`config.mk`:
```
export PLATFORM = sky130hd
export DESIGN_NAME = image_capture
export DESIGN_NICKNAME = d
export VERILOG_FILES = /design/src/rtl/image_capture.sv
export SDC_FILE = /design/constraint.sdc
export NUM_CORES = 2
export LEC_CHECK = 0
export CAP_MARGIN = 20
export CORE_UTILIZATION = 50
export DETAILED_ROUTE_END_ITERATION = 12
export PLACE_DENSITY = 0.76
export SLEW_MARGIN = 20
export SYNTH_ARGS = -nofsm -noshare
export SYNTH_HDL_FRONTEND = slang
export SYNTH_SLANG_ARGS = --single-unit
```
`constraint.sdc`:
```
create_clock -name clk -period 3.9 [get_ports clk]
set_input_delay 0.39 -clock clk [delete_from_list [all_inputs] [get_ports clk]]
set_output_delay 0.39 -clock clk [all_outputs]
set_load 0.005 [all_outputs]
```
`src/rtl/image_capture.sv`:
```
// Thresholds an 8-bit raster pixel stream and packs complete 28x28 frames into
// pixel_data (bit i = pixel i). Define IMAGE_CAPTURE_DBUF_EN for double buffering.
module image_capture #(
  parameter int THRESHOLD = 128,
  parameter int NPIX      = 784
) (
  input  logic            clk,
  input  logic            resetn,
  input  logic            pix_valid,
  output logic            pix_ready,
  input  logic [7:0]      pix_data,
  input  logic            pix_sof,
  output logic [NPIX-1:0] pixel_data,
  output logic            frame_valid,
  input  logic            frame_ack,
  output logic            sof_err,
  output logic [7:0]      frame_count
);

  // Pixel handshake: a beat transfers on a rising edge where pix_valid && pix_ready;
  // frame handshake: the consumer takes the frame on an edge where frame_valid && frame_ack.
  localparam logic [7:0] THR  = 8'(THRESHOLD);
  localparam logic [9:0] LAST = 10'(NPIX - 1);

  typedef enum logic [1:0] {
    IDLE = 2'd0,
    FILL = 2'd1,
    HOLD = 2'd2
  } state_t;

  state_t          state;
  logic [NPIX-1:0] frame_buf;
  logic [9:0]      cnt;
  logic            pix_bit;
  logic            beat;
  logic [NPIX-1:0] done_frame;

  assign pix_bit = (pix_data >= THR);
  assign beat    = pix_valid && pix_ready;

  // The final bit is merged combinationally so pixel_data loads on the same edge.
  always_comb begin
    done_frame           = frame_buf;
    done_frame[NPIX-1]   = pix_bit;
  end

`ifdef IMAGE_CAPTURE_DBUF_EN
  assign pix_ready = !((state == FILL) && (cnt == LAST) && frame_valid && !frame_ack);
`else
  assign pix_ready = (state != HOLD);
`endif

  always_ff @(posedge clk) begin
    if (!resetn) begin
      state       <= IDLE;
      cnt         <= '0;
      frame_buf   <= '0;
      pixel_data  <= '0;
      frame_valid <= 1'b0;
      sof_err     <= 1'b0;
      frame_count <= '0;
    end else begin
      sof_err <= 1'b0;
`ifdef IMAGE_CAPTURE_DBUF_EN
      // A completion on the same edge overrides this clear below.
      if (frame_valid && frame_ack) frame_valid <= 1'b0;
`endif
      case (state)
        IDLE: begin
          if (beat && pix_sof) begin
            frame_buf[0] <= pix_bit;
            cnt          <= 10'd1;
            state        <= FILL;
          end
        end
        FILL: begin
          if (beat) begin
            if (pix_sof) begin
              frame_buf[0] <= pix_bit;
              cnt          <= 10'd1;
              sof_err      <= 1'b1;
            end else begin
              frame_buf[cnt] <= pix_bit;
              if (cnt == LAST) begin
                pixel_data  <= done_frame;
                frame_valid <= 1'b1;
                frame_count <= frame_count + 8'd1;
                cnt         <= '0;
`ifdef IMAGE_CAPTURE_DBUF_EN
                state       <= IDLE;
`else
                state       <= HOLD;
`endif
              end else begin
                cnt <= cnt + 10'd1;
              end
            end
          end
        end
        HOLD: begin
          if (frame_ack) begin
            frame_valid <= 1'b0;
            state       <= IDLE;
          end
        end
        default: state <= IDLE;
      endcase
    end
  end

endmodule

```
==> flow_metrics.env <==
export IMPL_cp_max_fo=35
export IMPL_finalWirelength_um=196000
export IMPL_dp_slack_ps=716
export IMPL_numCtsBuffers=155
export IMPL_grt_pass1_vias=46400
export IMPL_yosys_area_share_simple=0.117
export IMPL_placement_io_buffers=800
export IMPL_synth_distinct_cells=41
export IMPL_power_density_mw_per_mm2=444
export IMPL_setup_tns_ps=0
export IMPL_worstSetupPathType="flip-flop to flip-flop"
export IMPL_grt_max_degree=224
export IMPL_setup_viol=0
export IMPL_die_h_um=342
export IMPL_final_period_utilization=0.738
export IMPL_cts_hold_buffers=0
export IMPL_gp_congestion=0.821
export IMPL_dp_hpwl_um=117000
export IMPL_drive_gt1_frac=0.0653
export IMPL_critPathRequiredTime_ps=4500
export IMPL_cts_buffer_depth=3
export IMPL_cpPeakStageDelay_ps=670
export IMPL_grt_setup_unrepaired="false"
export IMPL_status="finished, violations left"
export IMPL_layout_commonest_cell="dfxtp_1"
export IMPL_detail_route_iter0_violations=5425
export IMPL_min_path_type="input port to flip-flop"
export IMPL_synth_compound_area_share=0.271
export IMPL_die_area_mm2=0.117
export IMPL_clk_pin_slew_ps=60
export IMPL_die_width_um=342
export IMPL_synth_mux_area_frac=0.000541
export IMPL_overflow=0
export IMPL_initial_core_util=0.505
export IMPL_vias=51400
export IMPL_finalMaxSlewViolations=0
export IMPL_synth_adder_area_share=0.00108
export IMPL_antenna_found_initial=2
export IMPL_syn_area_per_cell_um2=8.93
export IMPL_finalHoldViolations=0
export IMPL_cts_root_buffer="clkbuf_16"
export IMPL_synth_top_area_frac=0.550
export IMPL_synth_xor_area_frac=0.000757
export IMPL_ir_drop_mv=0.381
export IMPL_cts_max_level=4
export IMPL_arrival_ps=3480
export IMPL_crit_buf_inv=1
export IMPL_insertion_delay_ps=760
export IMPL_clock_fmax_mhz=347
export IMPL_postRouteAntennaNets=0
export IMPL_post_cts_buffers=0
export IMPL_drc=217
export IMPL_yosys_warnings=0
export IMPL_synth_top_family_by_area="compound AO/OA/AOI/OAI gates"
export IMPL_synthCells=6478
export IMPL_cts_resized=0
export IMPL_cp_end_kind="flip-flop"
export IMPL_skew_ps=20.3
export IMPL_finish_net_count=6832
export IMPL_cp_slowest_cell="nor3b_2"
export IMPL_synth_edf_count=0
export IMPL_max_cap_viol_count=0
export IMPL_maxSlewHeadroom=0.162
export IMPL_grt_util_all_layers=0.320
export IMPL_async_flop_share=0
export IMPL_worstMarginPinSlew_ps=1260
export IMPL_coreArea_mm2=0.115
export IMPL_min_period_ps=2880
export IMPL_critPathLaunchType="flip-flop"
export IMPL_vias_per_cell=6.09
export IMPL_syn_area_mm2=0.0578
export IMPL_clock_sinks=1589
export IMPL_ys_ff_latch=1589
export IMPL_syn_num_nets=6496
export IMPL_violations="DRC"
export IMPL_timing_final_ws_setup_ps=1020
export IMPL_first_pass_iters=13
export IMPL_wl_per_cell_um=23.1
export IMPL_grt_pass1_wl_um=288000
export IMPL_cp_top_family="simple AND/OR/NAND/NOR gates"
export IMPL_synth_seq_area_share=0.550
export IMPL_worstPathCellList="nor3b_2 > nand2_2 > buf_4 > o211ai_1 > o31ai_1"
export IMPL_num_io_pins=808
export IMPL_p_leak_nw=22.5
export IMPL_cts_tree="done"
export IMPL_area_growth_syn_to_layout_pct=24.0
export IMPL_ys_top_cells_by_area="dfxtp_1 (55%), nand2_1 (10%), o31ai_1 (9.9%), o211ai_1 (9.9%), a21oi_1 (7.1%)"
export IMPL_layout_common_cells="dfxtp_1 (1,589), nand2_1 (1,580), a21oi_1 (819), clkdlybuf4s50_1 (799), o31ai_1 (761)"
export IMPL_fill_cells=9353
export IMPL_yosysTopAreaCell="dfxtp_1"
export IMPL_std_cell_rows=124
export IMPL_synth_ff_type="dfxtp_1"
-- area by class of cell --
cell class                      instances  area (µm²)  share of cell area
Antenna cell                            2        5.00           0.0000698
Multi-Input combinational cell       4114       23100               0.322
Clock inverter                         35         372             0.00518
Inverter                                7        33.8            0.000471
Timing Repair Buffer                  947        9740               0.136
Sequential cell                      1589       31800               0.444
Tap cell                             1512        1890              0.0264
Clock buffer                          241        4770              0.0665
-- cells by family after synthesis --
family          Yosys count
mux                       3
buf+inv                 775
xor+xnor                  5
compound gates         2373
flops                  1589
simple gates           1728
fa+ha+maj                 5
-- tightest hold or removal path, delay by kind of cell --
kind / cells / cell delay [ps]
AO/OA/AOI/OAI: 2 / 280
buffers and inverters: 1 / 310
-- worst paths after layout --
check / to / startpoint / depth (start not counted) / slack, ps
worst max-delay path: frame_buf[161] / cnt[7] / 5 / 1020
worst min-delay path: frame_buf[670] / resetn / 3 / 320
worst max register to register: frame_buf[161] / cnt[7] / 5 / 1020
worst min register to register: pixel_data[186] / frame_buf[186] / 2 / 430
-- metal layers --
metal	vias up	GRT usage	wire length (µm)
met5	-	0	13
met4	2	0.189	12000
met3	475	0.0487	16300
met2	2518	0.487	87500
met1	24700	0.429	79800
li1	23800	-	-
-- registers in the layout, indices dropped and copies added, names as in the netlist --
register     flops
pixel_data     784
frame_buf      783
cnt             10
frame_count      8
state            2
frame_valid      1
sof_err          1
-- synthesized netlist by cell type, drive strengths merged (6+ instances only) --
library cell and number:
buf 190, or3 29, nor2 11, o21ai 31, clkbuf 578, o31ai 761
nand2 1600, nand3 45, dfxtp 1589, inv 7, nand4 7, nor3b 6
o211ai 759, a21oi 819
-- metrics by stage --
step / hold slack (ps) / util / instance area (µm²) / total power [mW] / cells
floorplan: 428 / - / 57800 / 16.9 / 6478
global placement: 435 / 0.581 / 66600 / 17.1 / 8169
detailed placement: 438 / 0.581 / 66600 / 17.1 / 8169
CTS: 270 / 0.626 / 71700 / 31.9 / 8445
global route: 324 / 0.626 / 71700 / 32.7 / 8445
finish: 320 / 0.626 / 71700 / 31.8 / 8447
-- power breakdown --
group	leakage, nW	total, mW	internal [mW]	switching (mW)
registers	12.8	16.2	16.2	0.00262
clock network	2.54	15.0	8.73	6.31
logic	7.14	0.565	0.0787	0.486
Power figures use the tool's default switching activity.
